`src/rtl/arm_mc_pkg.sv`:
```
// Shared definitions for the multicycle ARM control unit.
// Contents:
//   - state_t: FSM state encoding
//   - ALU_*: ALUControl encodings driven to the datapath
//   - CMD_*: data-processing cmd field values
//   - COND_*: condition field values
//   - OP_*: instruction class field values
//   - helper functions mapping a cmd to its ALU operation and flag class
package arm_mc_pkg;

    typedef enum logic [3:0] {
        S_FETCH  = 4'd0,
        S_DECODE = 4'd1,
        S_MEMADR = 4'd2,
        S_MEMRD  = 4'd3,
        S_MEMWB  = 4'd4,
        S_MEMWR  = 4'd5,
        S_EXECR  = 4'd6,
        S_EXECI  = 4'd7,
        S_ALUWB  = 4'd8,
        S_BRANCH = 4'd9
    } state_t;

    localparam logic [2:0] ALU_ADD = 3'd0;
    localparam logic [2:0] ALU_SUB = 3'd1;
    localparam logic [2:0] ALU_AND = 3'd2;
    localparam logic [2:0] ALU_ORR = 3'd3;
    localparam logic [2:0] ALU_EOR = 3'd4;
    localparam logic [2:0] ALU_MOV = 3'd5;

    localparam logic [3:0] CMD_AND = 4'b0000;
    localparam logic [3:0] CMD_EOR = 4'b0001;
    localparam logic [3:0] CMD_SUB = 4'b0010;
    localparam logic [3:0] CMD_ADD = 4'b0100;
    localparam logic [3:0] CMD_CMP = 4'b1010;
    localparam logic [3:0] CMD_ORR = 4'b1100;
    localparam logic [3:0] CMD_MOV = 4'b1101;

    localparam logic [3:0] COND_EQ = 4'b0000;
    localparam logic [3:0] COND_NE = 4'b0001;
    localparam logic [3:0] COND_CS = 4'b0010;
    localparam logic [3:0] COND_CC = 4'b0011;
    localparam logic [3:0] COND_MI = 4'b0100;
    localparam logic [3:0] COND_PL = 4'b0101;
    localparam logic [3:0] COND_VS = 4'b0110;
    localparam logic [3:0] COND_VC = 4'b0111;
    localparam logic [3:0] COND_HI = 4'b1000;
    localparam logic [3:0] COND_LS = 4'b1001;
    localparam logic [3:0] COND_GE = 4'b1010;
    localparam logic [3:0] COND_LT = 4'b1011;
    localparam logic [3:0] COND_GT = 4'b1100;
    localparam logic [3:0] COND_LE = 4'b1101;
    localparam logic [3:0] COND_AL = 4'b1110;
    localparam logic [3:0] COND_NV = 4'b1111;

    localparam logic [1:0] OP_DP  = 2'b00;
    localparam logic [1:0] OP_MEM = 2'b01;
    localparam logic [1:0] OP_BR  = 2'b10;
    localparam logic [1:0] OP_UND = 2'b11;

    // Unlisted cmd values fall back to ADD.
    function automatic logic [2:0] cmd_to_alu(input logic [3:0] cmd);
        logic [2:0] r;
        r = ALU_ADD;
        case (cmd)
            CMD_ADD: r = ALU_ADD;
            CMD_SUB: r = ALU_SUB;
            CMD_CMP: r = ALU_SUB;
            CMD_AND: r = ALU_AND;
            CMD_ORR: r = ALU_ORR;
            CMD_EOR: r = ALU_EOR;
            CMD_MOV: r = ALU_MOV;
            default: r = ALU_ADD;
        endcase
        return r;
    endfunction

    // Arithmetic ops are the only ones that produce meaningful C and V.
    function automatic logic cmd_is_arith(input logic [3:0] cmd);
        return (cmd == CMD_ADD) || (cmd == CMD_SUB) || (cmd == CMD_CMP);
    endfunction

endpackage

```
`src/rtl/arm_cond_unit.sv`:
```
// NZCV status register and condition-code evaluation.
// Ports:
//   i_clk, i_rst      : clock, asynchronous active-high reset (clears flags)
//   i_cond            : instruction cond field
//   i_alu_flags       : {N,Z,C,V} from the ALU this cycle
//   i_load_nz         : load N and Z from i_alu_flags at the clock edge
//   i_load_cv         : load C and V from i_alu_flags at the clock edge
//   o_flags           : registered {N,Z,C,V}
//   o_cond_pass       : i_cond is satisfied by the registered flags
module arm_cond_unit
    import arm_mc_pkg::*;
(
    input  logic       i_clk,
    input  logic       i_rst,
    input  logic [3:0] i_cond,
    input  logic [3:0] i_alu_flags,
    input  logic       i_load_nz,
    input  logic       i_load_cv,
    output logic [3:0] o_flags,
    output logic       o_cond_pass
);

    logic [3:0] r_flags;
    logic       w_n, w_z, w_c, w_v;

    always_ff @(posedge i_clk or posedge i_rst) begin
        if (i_rst) begin
            r_flags <= 4'b0000;
        end else begin
            if (i_load_nz) r_flags[3:2] <= i_alu_flags[3:2];
            if (i_load_cv) r_flags[1:0] <= i_alu_flags[1:0];
        end
    end

    assign {w_n, w_z, w_c, w_v} = r_flags;
    assign o_flags = r_flags;

    always_comb begin
        o_cond_pass = 1'b1;
        case (i_cond)
            COND_EQ: o_cond_pass = w_z;
            COND_NE: o_cond_pass = !w_z;
            COND_CS: o_cond_pass = w_c;
            COND_CC: o_cond_pass = !w_c;
            COND_MI: o_cond_pass = w_n;
            COND_PL: o_cond_pass = !w_n;
            COND_VS: o_cond_pass = w_v;
            COND_VC: o_cond_pass = !w_v;
            COND_HI: o_cond_pass = w_c && !w_z;
            COND_LS: o_cond_pass = !w_c || w_z;
            COND_GE: o_cond_pass = (w_n == w_v);
            COND_LT: o_cond_pass = (w_n != w_v);
            COND_GT: o_cond_pass = !w_z && (w_n == w_v);
            COND_LE: o_cond_pass = w_z || (w_n != w_v);
            COND_AL: o_cond_pass = 1'b1;
            COND_NV: o_cond_pass = 1'b1;
            default: o_cond_pass = 1'b1;
        endcase
    end

endmodule

```
`src/rtl/arm_mc_controller.sv`:
```
// Multicycle ARM control unit: sequences fetch/decode/execute/memory/
// writeback and drives every datapath mux select and write strobe.
// Ports:
//   clk, reset        : clock, asynchronous active-high reset
//   Instr             : instruction register contents
//   ALUFlags          : {N,Z,C,V} from the ALU this cycle
//   adr_lsb           : byte offset of the data address
//   mem_ready         : memory has completed the current request
//   mem_req           : memory access requested this cycle
//   PCWrite, IRWrite, RegWrite, MemWrite : write strobes
//   AdrSrc, ALUSrcA, ALUSrcB, ResultSrc, ImmSrc, RegSrc : mux selects
//   ALUControl        : ALU operation (ADD=0 SUB=1 AND=2 ORR=3 EOR=4 MOV=5)
//   byteEnable        : store lane enables
//   branch_link       : write PC+4 into R14
//   StatusRegister    : registered {N,Z,C,V}
module arm_mc_controller
    import arm_mc_pkg::*;
#(
    parameter int ALUCTRL_W     = 4,
    parameter bit MEM_HANDSHAKE = 1'b1
) (
    input  logic                 clk,
    input  logic                 reset,
    input  logic [31:0]          Instr,
    input  logic [3:0]           ALUFlags,
    input  logic [1:0]           adr_lsb,
    input  logic                 mem_ready,
    output logic                 mem_req,
    output logic                 PCWrite,
    output logic                 IRWrite,
    output logic                 RegWrite,
    output logic                 MemWrite,
    output logic                 AdrSrc,
    output logic                 ALUSrcA,
    output logic [1:0]           ALUSrcB,
    output logic [1:0]           ResultSrc,
    output logic [1:0]           ImmSrc,
    output logic [1:0]           RegSrc,
    output logic [ALUCTRL_W-1:0] ALUControl,
    output logic [3:0]           byteEnable,
    output logic                 branch_link,
    output logic [3:0]           StatusRegister
);

    state_t     r_state;
    state_t     w_next;

    logic [3:0] w_cond;
    logic [1:0] w_op;
    logic [5:0] w_funct;
    logic [3:0] w_cmd;
    logic       w_imm, w_s_bit, w_load, w_byte, w_link, w_is_cmp;
    logic       w_rdy, w_cond_pass, w_load_nz, w_load_cv;
    logic       w_mem_req, w_pc_write, w_ir_write, w_reg_write, w_mem_write, w_bl;
    logic [3:0] w_be;
    logic [2:0] w_alu_sel;
    logic       w_unused;

    assign w_cond   = Instr[31:28];
    assign w_op     = Instr[27:26];
    assign w_funct  = Instr[25:20];
    assign w_imm    = w_funct[5];
    assign w_cmd    = w_funct[4:1];
    assign w_s_bit  = w_funct[0];
    assign w_load   = w_funct[0];
    assign w_byte   = w_funct[2];
    assign w_link   = w_funct[4];
    assign w_is_cmp = (w_cmd == CMD_CMP);
    assign w_unused = ^Instr[19:0];

    // With the handshake disabled every access completes in one cycle.
    assign w_rdy = MEM_HANDSHAKE ? mem_ready : 1'b1;

    arm_cond_unit u_cond (
        .i_clk       (clk),
        .i_rst       (reset),
        .i_cond      (w_cond),
        .i_alu_flags (ALUFlags),
        .i_load_nz   (w_load_nz),
        .i_load_cv   (w_load_cv),
        .o_flags     (StatusRegister),
        .o_cond_pass (w_cond_pass)
    );

    always_ff @(posedge clk or posedge reset) begin
        if (reset) r_state <= S_FETCH;
        else       r_state <= w_next;
    end

    always_comb begin
        w_next      = r_state;
        w_mem_req   = 1'b0;
        w_pc_write  = 1'b0;
        w_ir_write  = 1'b0;
        w_reg_write = 1'b0;
        w_mem_write = 1'b0;
        w_bl        = 1'b0;
        w_be        = 4'b0000;
        w_load_nz   = 1'b0;
        w_load_cv   = 1'b0;
        AdrSrc      = 1'b0;
        ALUSrcA     = 1'b0;
        ALUSrcB     = 2'b00;
        ResultSrc   = 2'b00;
        ImmSrc      = 2'b00;
        w_alu_sel   = ALU_ADD;
        case (r_state)
            S_FETCH: begin
                w_mem_req = 1'b1;
                ALUSrcA   = 1'b1;
                ALUSrcB   = 2'b10;
                ResultSrc = 2'b10;
                if (w_rdy) begin
                    w_ir_write = 1'b1;
                    w_pc_write = 1'b1;
                    w_next     = S_DECODE;
                end
            end
            S_DECODE: begin
                // PC+8 on the ALU so R15 reads see the architectural value.
                ALUSrcA   = 1'b1;
                ALUSrcB   = 2'b10;
                ResultSrc = 2'b10;
                if (!w_cond_pass) begin
                    w_next = S_FETCH;
                end else begin
                    case (w_op)
                        OP_DP:   w_next = w_imm ? S_EXECI : S_EXECR;
                        OP_MEM:  w_next = S_MEMADR;
                        OP_BR:   w_next = S_BRANCH;
                        OP_UND:  w_next = S_FETCH;
                        default: w_next = S_FETCH;
                    endcase
                end
            end
            S_MEMADR: begin
                ALUSrcB = 2'b01;
                ImmSrc  = 2'b00;
                w_next  = w_load ? S_MEMRD : S_MEMWR;
            end
            S_MEMRD: begin
                w_mem_req = 1'b1;
                AdrSrc    = 1'b1;
                if (w_rdy) w_next = S_MEMWB;
            end
            S_MEMWB: begin
                ResultSrc   = 2'b01;
                w_reg_write = 1'b1;
                w_next      = S_FETCH;
            end
            S_MEMWR: begin
                // MemWrite stays high for the whole request so the bus
                // sees stable controls across wait states.
                w_mem_req   = 1'b1;
                w_mem_write = 1'b1;
                AdrSrc      = 1'b1;
                w_be        = w_byte ? (4'b0001 << adr_lsb) : 4'b1111;
                if (w_rdy) w_next = S_FETCH;
            end
            S_EXECR: begin
                ALUSrcB   = 2'b00;
                w_alu_sel = cmd_to_alu(w_cmd);
                w_next    = S_ALUWB;
            end
            S_EXECI: begin
                ALUSrcB   = 2'b01;
                w_alu_sel = cmd_to_alu(w_cmd);
                w_next    = S_ALUWB;
            end
            S_ALUWB: begin
                // Keep the ALU on the same operation so ALUFlags are valid
                // for the flag load at this edge.
                ALUSrcB     = w_imm ? 2'b01 : 2'b00;
                w_alu_sel   = cmd_to_alu(w_cmd);
                ResultSrc   = 2'b00;
                w_reg_write = !w_is_cmp;
                w_load_nz   = w_s_bit || w_is_cmp;
                w_load_cv   = (w_s_bit || w_is_cmp) && cmd_is_arith(w_cmd);
                w_next      = S_FETCH;
            end
            S_BRANCH: begin
                ALUSrcB    = 2'b01;
                ImmSrc     = 2'b10;
                ResultSrc  = 2'b10;
                w_pc_write = 1'b1;
                if (w_link) begin
                    w_bl        = 1'b1;
                    w_reg_write = 1'b1;
                end
                w_next = S_FETCH;
            end
            default: w_next = S_FETCH;
        endcase
    end

    // R15 is read as Rn for branches; Rd is read as the second source for stores.
    assign RegSrc = {(w_op == OP_MEM) && !w_load, (w_op == OP_BR)};

    assign ALUControl = ALUCTRL_W'(w_alu_sel);

    // Strobes are masked by reset directly so an abort takes effect at once.
    assign mem_req     = w_mem_req   && !reset;
    assign PCWrite     = w_pc_write  && !reset;
    assign IRWrite     = w_ir_write  && !reset;
    assign RegWrite    = w_reg_write && !reset;
    assign MemWrite    = w_mem_write && !reset;
    assign branch_link = w_bl        && !reset;
    assign byteEnable  = reset ? 4'b0000 : w_be;

endmodule

```
`config.mk`:
```
export PLATFORM = sky130hd
export DESIGN_NAME = arm_mc_controller
export DESIGN_NICKNAME = d
export VERILOG_FILES = /design/src/rtl/arm_mc_pkg.sv /design/src/rtl/arm_cond_unit.sv /design/src/rtl/arm_mc_controller.sv
export SDC_FILE = /design/constraint.sdc
export NUM_CORES = 1
export LEC_CHECK = 0
export CORE_ASPECT_RATIO = 1.4
export CORE_MARGIN = 10
export CORE_UTILIZATION = 44
export CTS_CLUSTER_SIZE = 30
export DETAILED_ROUTE_END_ITERATION = 12
export DONT_BUFFER_PORTS = 1
export PLACE_DENSITY_LB_ADDON = 0.05
export SLEW_MARGIN = 40
export SYNTH_ARGS = -nofsm -noshare
export SYNTH_HDL_FRONTEND = slang
export SYNTH_HIERARCHICAL = 1
export SYNTH_SLANG_ARGS = --single-unit
```
`constraint.sdc`:
```
create_clock -name clk -period 4.1 [get_ports clk]
set_clock_uncertainty 0.2 [all_clocks]
set_input_delay 0.82 -clock clk [delete_from_list [all_inputs] [get_ports clk]]
set_output_delay 0.82 -clock clk [all_outputs]
set_load 0.01 [all_outputs]
```
==> results of run 1 <==
[worst max-delay path: stages, from the launching register on]
cell and delay [ns]:
dfrtp_1 0.61, nor4b_2 0.39, a31oi_2 0.10, nor4_1 0.50
[layout by cell type, fill, tap and decap left out, types with 2 or more instances in the layout]
cell type | netlist | layout
nor2b_1 | 5 | 5
clkbuf_4 | 0 | 3
inv_2 | 2 | 2
mux2_1 | 4 | 4
a21oi_1 | 5 | 5
conb_1 | 1 | 2
nor3_1 | 5 | 5
o311ai_1 | 2 | 2
nor2_2 | 3 | 3
nor2_1 | 8 | 8
a32oi_1 | 2 | 2
inv_1 | 7 | 7
nand2b_1 | 10 | 10
o21bai_1 | 2 | 2
nand4_1 | 2 | 2
nand2_1 | 6 | 6
dfrtp_1 | 8 | 8
nor3b_1 | 6 | 6
xor2_1 | 2 | 2
o21ai_1 | 2 | 2
a21oi_2 | 3 | 3
nor4b_2 | 2 | 2
[cell families after synthesis]
family / share of synthesized area
AO/OA/AOI/OAI: 0.261
XOR/XNOR: 0.0317
buffers and inverters: 0.106
flip-flops: 0.188
multiplexers: 0.0516
other: 0.00352
AND/OR/NAND/NOR: 0.359
[state kept, by name (all words and copies together) (netlist names)]
| register | flops |
|---|---|
| u_cond/o_flags | 4 |
| r_state | 4 |
[metrics by stage]
stage | worst slack (ns) | instances | cell area [µm²]
after floorplan | 1.52 | 130 | 1070
after global placement | 1.44 | 143 | 1020
after detailed placement | 1.46 | 143 | 1020
after CTS | 1.19 | 146 | 1040
after global routing | 1.10 | 146 | 1040
final | 1.22 | 146 | 1040
[power groups by stage]
stage	clock (µW)	sequential [µW]	combinational, µW
floorplan	0	157	351
global placement	0	228	305
detailed placement	0	229	308
CTS	61.7	227	310
global route	65.9	240	340
finish	58.5	226	306
[metal layers]
layer	vias up	GRT usage
met5	-	0
met4	0	0.0471
met3	2	0.0515
met2	36	0.203
met1	449	0.114
li1	457	-
[cell type report]
class	instances	share of cell area
clock buffer	3	0.0216
multi-input combinational	103	0.726
inverter	9	0.0324
tap	23	0.0276
sequential	8	0.192
[worst min path at each step]
| stage | start | end | slack, ns |
|---|---|---|---|
| final | reset | u_cond/o_flags[2] | 0.13 |
| after CTS | reset | u_cond/o_flags[2] | 0.13 |
| after detailed placement | reset | u_cond/o_flags[1] | 0.41 |
| after global placement | reset | u_cond/o_flags[1] | 0.40 |
| after floorplan | u_cond/o_flags[2] | u_cond/o_flags[2] | 0.38 |
| after global routing | reset | u_cond/o_flags[2] | 0.13 |
==> reports/metrics.cfg, run 1 <==
[global_route]
grt_start_max_net_pins = 20
grt_pass1_vias = 949
grt_pass1_wl_um = 4500
antenna_found_initial = 0
grtUsageTotal = 0.117
grt_overflow_total = 0

[synth]
ys_seq_elements = 8
ys.flop_type = dfrtp_1
ys_warn_count = 6
yosysMostFrequentCell = nand2b_1
synth_area_um2 = 1070
synth_top_cell_area_share = 0.188
synth_common_cells = nand2b_1 (10), dfrtp_1 (8), nor2_1 (8), inv_1 (7)
avgSynthCellArea_um2 = 8.26
yosysSeqAreaShare = 0.188
ys_types = 56
synth_largest_area_cell = dfrtp_1
ys_async_sr_fraction = 1.00
postSynthCellCount = 129
synth_edf_count = 0
synthTopCellsByArea = dfrtp_1 (19%), nand2b_1 (5.9%), mux2_1 (4.2%)

[power]
power_density_nw_per_um2 = 566
netSwitchingFraction = 0.515
power_frac_comb = 0.518
p_switching_uw = 304
p_total_uw = 590
pwr-share-clk = 0.099
p_seq_frac = 0.383
intPower_uw = 286
total_leakage_power_uw = 0.000408
peakVddDrop_uv = 261

[floorplan]
rows = 21
die_h_um = 78.2
die-area_um2 = 4820
core_area_um2 = 2360
boundaryPins = 69
die_x_um = 61.6
start_util = 0.451

[cells_and_area]
antenna_cells = 0
layout.nets = 166
seq_area_um2 = 200
multi_input_area_um2 = 757
post-route-util = 0.441
syn_to_final_growth_pct = -2.23
drive_gt1_frac = 0.163
nFillCells = 265

[clock_tree]
htreeDepth = 1
clk_pin_slew_worst_paths_ns = 0.05
worstSkewPairLatency_ns = 0.25
cts_resized = 0
postCtsSetupRepairBufs = 0
cts_made_buffers = 3
cts.root.buffer_cell = clkbuf_4
cts_tree = done
hold_buffers = 0
clock-sinks = 8
cts_max_path_buffers = 2

[timing]
setup-tns-final_ns = 0
timing.final.crit_share = 0.702
setup_violations = 0
timing.fmax_mhz = 348
min_period_ns = 2.88
maxSlewViolCount = 0
hold_violations = 0
rsz0062_at_grt = no
tightest_slew_ns = 0.639
whs_ns = 0.132
slew_headroom = 0.574

[detailed_routing]
wirelength_met1_um = 971
met3_length_um = 358
drtPass1Iterations = 4
routed_wl_um = 2830
wl_met2_um = 1470
wl_per_cell_um = 19.3
initialDrtViolationCount = 36
ant_nets = 0
via_count = 944
avgViaCountPerCell = 6.47
topRoutingLayerUsed = met4
drc = 0

[status]
outcome = finished, final reports clean

[place]
port_buffers = 0
gp_congestion = 0.791
dp_hpwl_um = 2310

[critical_path]
cp-startpoint = r_state[2]
cp-end-kind = output pin
critPathCapture = ALUControl[1]
startpoint_type = register
critPathKind = register to output pin
worstPathRequired_ns = 3.08
r2r_cells = 6
r2r_start = u_cond/o_flags[0]
reg2reg_setup_slack_ns = 1.76
crit_arrival_ns = 1.86
cp_max_fo = 17
r2r_end = r_state[0]

[flow_run]
drv_cap = 0

[worst_hold_path]
hold_class = primary input to asynchronous set/reset pin

No activity file was read; power rests on OpenSTA's default activity.
==> inputs of run 2 (changes only) <==
Clock period 4.1 ns to 2.9 ns, I/O delays scaled along.
==> run 2 against run 1 <==
First-iteration DRC count up 33%. Register-to-register slack worse by 1.1 ns. Non-clock buffer count up 5. Combinational power up 75%. Total power up 48%. Design area up 3.8%. Worst hold slack better by 0.096 ns. Setup slack worse by 0.78 ns. Sequential power up 10%. Critical path depth up 1. Largest cell class unchanged.
==> reports/metrics.cfg, run 2 (synthesis results as in run 1) <==
[status]
outcome = finished, final reports clean

[flow_run]
drv_cap = 0

[critical_path]
crit_arrival_ns = 1.67
cp_max_fo = 9
cp-end-kind = output pin
cp-startpoint = r_state[3]
path_cells = buf_4 > inv_1 > a31oi_2 > nor4_1
cp_num_buf_inv = 2
startpoint_type = register
worstPathRequired_ns = 2.12
worst_path_largest_cell_delay_ns = 0.48
cp_top_family = simple AND/OR/NAND/NOR gates
critPathKind = register to output pin
r2r_start = u_cond/o_flags[2]
slowest_stage = nor4_1

[power]
peakVddDrop_uv = 411
power_density_nw_per_um2 = 807
power_frac_comb = 0.614
p_switching_uw = 440
total_leakage_power_uw = 0.000433
intPower_uw = 433
p_seq_frac = 0.285
netSwitchingFraction = 0.504
pwr-share-clk = 0.101

[place]
gp_congestion = 0.752
port_buffers = 0
dp_cells = 147
dp_hpwl_um = 2360

[detailed_routing]
ant_nets = 0
wl_per_cell_um = 19.0
drtPass1Iterations = 4
drc = 0
via_count = 975
initialDrtViolationCount = 48
avgViaCountPerCell = 6.46
routed_wl_um = 2870

[timing]
hold_violations = 0
rsz0062_at_grt = no
maxSlewViolCount = 0
tightest_slew_ns = 0.522
setup-tns-final_ns = 0
min_period_ns = 2.45
timing.fmax_mhz = 408
timing.final.crit_share = 0.845
slew_headroom = 0.649
setup_violations = 0

[floorplan]
start_util = 0.451
core_area_um2 = 2360
boundaryPins = 69
rows = 21
die_x_um = 61.6
die_h_um = 78.2
die-area_um2 = 4820

[cells_and_area]
multi_input_area_um2 = 757
drive_gt1_frac = 0.188
layout.nets = 171
final-instance-count-excl-fill = 151
layout_common_cells = nand2b_1 (10), nor2_1 (8), dfrtp_1 (8)
syn_to_final_growth_pct = 1.53
antenna_cells = 0
seq_area_um2 = 200
nFillCells = 245
mostFrequentLayoutCell = nand2b_1

[global_route]
antenna_found_initial = 0
grt_start_max_net_pins = 17
grtUsageTotal = 0.116
grt_pass1_wl_um = 4460
grt_pass1_vias = 961
grt_overflow_total = 0

[clock_tree]
cts_made_buffers = 3
clk_pin_slew_worst_paths_ns = 0.06
htreeDepth = 1
cts_tree = done
worstSkewPairLatency_ns = 0.26
cts.root.buffer_cell = clkbuf_4
cts_max_path_buffers = 2
clock-sinks = 8

[worst_hold_path]
hold_class = primary input to register
min_from = mem_ready

[run 2: what timing repair did]
item                                    in CTS  in global routing
hold buffers                                 1                  0
setup buffers                                0                  0
hold endpoints to repair                     8                  0
endpoints found under the setup margin       0                  0
gates resized for setup                      0                  0
[run 2: stage by stage]
step           instance area (µm²)  setup slack [ns]  hold WS [ns]  power (µW)   util
2_1_floorplan                 1070             0.768         0.146         719      -
3_3_place_gp                  1050             0.622         0.162         785  0.444
3_5_place_dp                  1050             0.638         0.161         792  0.444
4_1_cts                       1080             0.438         0.230         881  0.458
5_1_grt                       1080             0.349         0.237         956  0.458
6_report                      1080             0.448         0.228         873  0.458
[run 2: cell type report]
class / count / share of cell area
clock buffers: 3 / 0.0208
flip-flops and latches: 8 / 0.185
well taps: 23 / 0.0266
repair buffers: 5 / 0.0370
multi-input cells: 103 / 0.699
inverters: 9 / 0.0312
[run 2: path summary, 6_finish.rpt]
check / endpoint / cells after the start / slack (ns)
min reg2reg: r_state[3] / 1 / 0.38
max reg2reg: r_state[0] / 7 / 0.65
min in group asynchronous: u_cond/o_flags[3] / 2 / 0.48
max in group asynchronous: r_state[1] / 2 / 1.78
min: r_state[2] / 1 / 0.23
max: ALUControl[1] / 4 / 0.45
[run 2: power groups by stage]
| stage | clock [µW] | combinational [µW] | sequential [µW] |
|---|---|---|---|
| floorplan | 0 | 497 | 222 |
| global placement | 0 | 538 | 248 |
| detailed placement | 0 | 540 | 252 |
| CTS | 87.8 | 543 | 250 |
| global route | 94.2 | 602 | 260 |
| finish | 88.2 | 536 | 249 |
[run 2: worst reg2reg max path, delay by kind of cell, from the launching register on]
family,cells,cell delay [ns]
buf+inv,1,0.08
flops,1,0.46
compound gates,6,1.46
[run 2: routing by layer]
layer	vias to the layer above	routed length [µm]	track usage
met1	456	1020	0.119
met4	0	53	0.0538
met5	-	0	0
met3	4	360	0.0386
met2	45	1440	0.201
li1	470	-	-
==> inputs of run 3 (changes only) <==
Clock period 2.9 ns to 2.5 ns, I/O delays scaled along.
==> run 3 against run 2 <==
Non-clock buffer count is 4 higher. Global-route usage increased by 0.76 points. Combinational power rose by 26%. Final cell count is 2.6% higher. Setup slack lost 0.30 ns. Sequential share of layout area decreased by 0.50 points. Critical endpoint unchanged.
==> reports/metrics.cfg, run 3 (synthesis results as in run 1) <==
[global_route]
grtUsageTotal = 0.124
grt_pass1_vias = 1016
grt_overflow_total = 0
antenna_found_initial = 0
grt_start_max_net_pins = 13
grt_pass1_wl_um = 4790

[critical_path]
critPathKind = register to output pin
worst_path_largest_cell_delay_ns = 0.48
critPathCapture = ALUControl[1]
r2r_end = r_state[0]
r2r_start = u_cond/o_flags[3]
reg2reg_setup_slack_ns = 0.24
crit_arrival_ns = 1.65
cp_num_buf_inv = 1
slowest_stage = dfrtp_1
cp_max_fo = 7
worstPathRequired_ns = 1.80
crit_cells = 4
path_cells = nor4b_2 > a31oi_2 > nor4_1 > buf_4
cp_top_family = simple AND/OR/NAND/NOR gates
startpoint_type = register
cp-end-kind = output pin
cp-startpoint = r_state[1]
r2r_cells = 6

[power]
netSwitchingFraction = 0.497
intPower_uw = 528
peakVddDrop_uv = 474
p_seq_frac = 0.260
p_switching_uw = 521
total_leakage_power_uw = 0.000455
power_frac_comb = 0.646
power_density_nw_per_um2 = 942
pwr-share-clk = 0.095

[timing]
setup_violations = 0
maxSlewViolCount = 0
slew_headroom = 0.594
rsz0062_at_grt = no
timing.final.crit_share = 0.941
setup-tns-final_ns = 0
whs_ns = 0.158
timing.fmax_mhz = 425
min_period_ns = 2.35
hold_violations = 0
tightest_slew_ns = 0.599

[clock_tree]
cts_tree = done
worstSkewPairLatency_ns = 0.25
htreeDepth = 1
cts_made_buffers = 3
clk_pin_slew_worst_paths_ns = 0.06
cts_max_path_buffers = 2
clock-sinks = 8
cts.root.buffer_cell = clkbuf_4

[floorplan]
rows = 21
die_h_um = 78.2
boundaryPins = 69
core_area_um2 = 2360
die_x_um = 61.6
start_util = 0.451
die-area_um2 = 4820

[cells_and_area]
drive_gt1_frac = 0.212
layout_common_cells = nand2b_1 (10), nor2_1 (8), buf_4 (8), dfrtp_1 (8), inv_1 (7)
syn_to_final_growth_pct = 4.34
mostFrequentLayoutCell = nand2b_1
layout.nets = 175
antenna_cells = 0

[place]
dp_hpwl_um = 2470
port_buffers = 0
gp_congestion = 0.781

[detailed_routing]
wl_per_cell_um = 19.1
routed_wl_um = 2960
avgViaCountPerCell = 6.40
wirelength_met1_um = 1080
wl_met2_um = 1520
met3_length_um = 300
topRoutingLayerUsed = met4
drc = 0
drtPass1Iterations = 4
initialDrtViolationCount = 54
ant_nets = 0
via_count = 992

[flow_run]
drv_cap = 0

[worst_hold_path]
hold_class = primary input to register
holdPathStages = 1

[status]
outcome = finished, final reports clean

==> run 3: metal layers <==
| layer | GRT usage | vias up |
|---|---|---|
| met5 | 0 | - |
| li1 | - | 478 |
| met3 | 0.0435 | 4 |
| met1 | 0.128 | 461 |
| met2 | 0.212 | 49 |
| met4 | 0.0561 | 0 |
==> run 3: power by group through the flow <==
stage | clock, µW | combinational, µW | sequential (µW)
finish | 99.1 | 677 | 272
global route | 115 | 747 | 284
CTS | 104 | 682 | 272
detailed placement | 0 | 676 | 274
global placement | 0 | 673 | 272
floorplan | 0 | 576 | 258
==> run 3: area by class of cell <==
class,count,area (µm²)
Fill cell,263,1250
Multi-Input combinational cell,103,757
Sequential cell,8,200
Timing Repair Buffer,9,70.1
Inverter,9,33.8
Tap cell,23,28.8
Clock buffer,3,22.5
==> run 3: worst register-to-register path, stage by stage, from the launching register on <==
cell and delay, ns:
dfrtp_1 0.48, and4b_1 0.25, a221oi_2 0.05, o311ai_1 0.53, inv_1 0.10, o41ai_1 0.38, a41o_1 0.21
==> run 3: how the worst min path moves through the flow <==
stage                     startpoint           endpoint  slack, ns
after floorplan                reset  u_cond/o_flags[0]       0.07
after global placement         reset  u_cond/o_flags[1]       0.08
after detailed placement       reset  u_cond/o_flags[1]       0.08
after CTS                  mem_ready         r_state[2]       0.15
after global routing       mem_ready         r_state[2]       0.15
final                      mem_ready         r_state[2]       0.16
==> run 3: what timing repair did <==
| item | 4_1_cts | 5_1_grt |
|---|---|---|
| setup buffers | 0 | 0 |
| hold buffers | 1 | 0 |
| hold endpoints to repair | 8 | 0 |
| gates resized for setup | 0 | 0 |
==> run 3: through the flow <==
step	cell area, µm²	utilization	total power (µW)	std cells	setup slack [ns]
floorplan	1070	-	834	130	0.448
global placement	1080	0.457	946	151	0.310
detailed placement	1080	0.457	950	151	0.326
CTS	1110	0.470	1060	155	0.150
global route	1110	0.470	1150	155	0.00243
finish	1110	0.470	1050	155	0.147
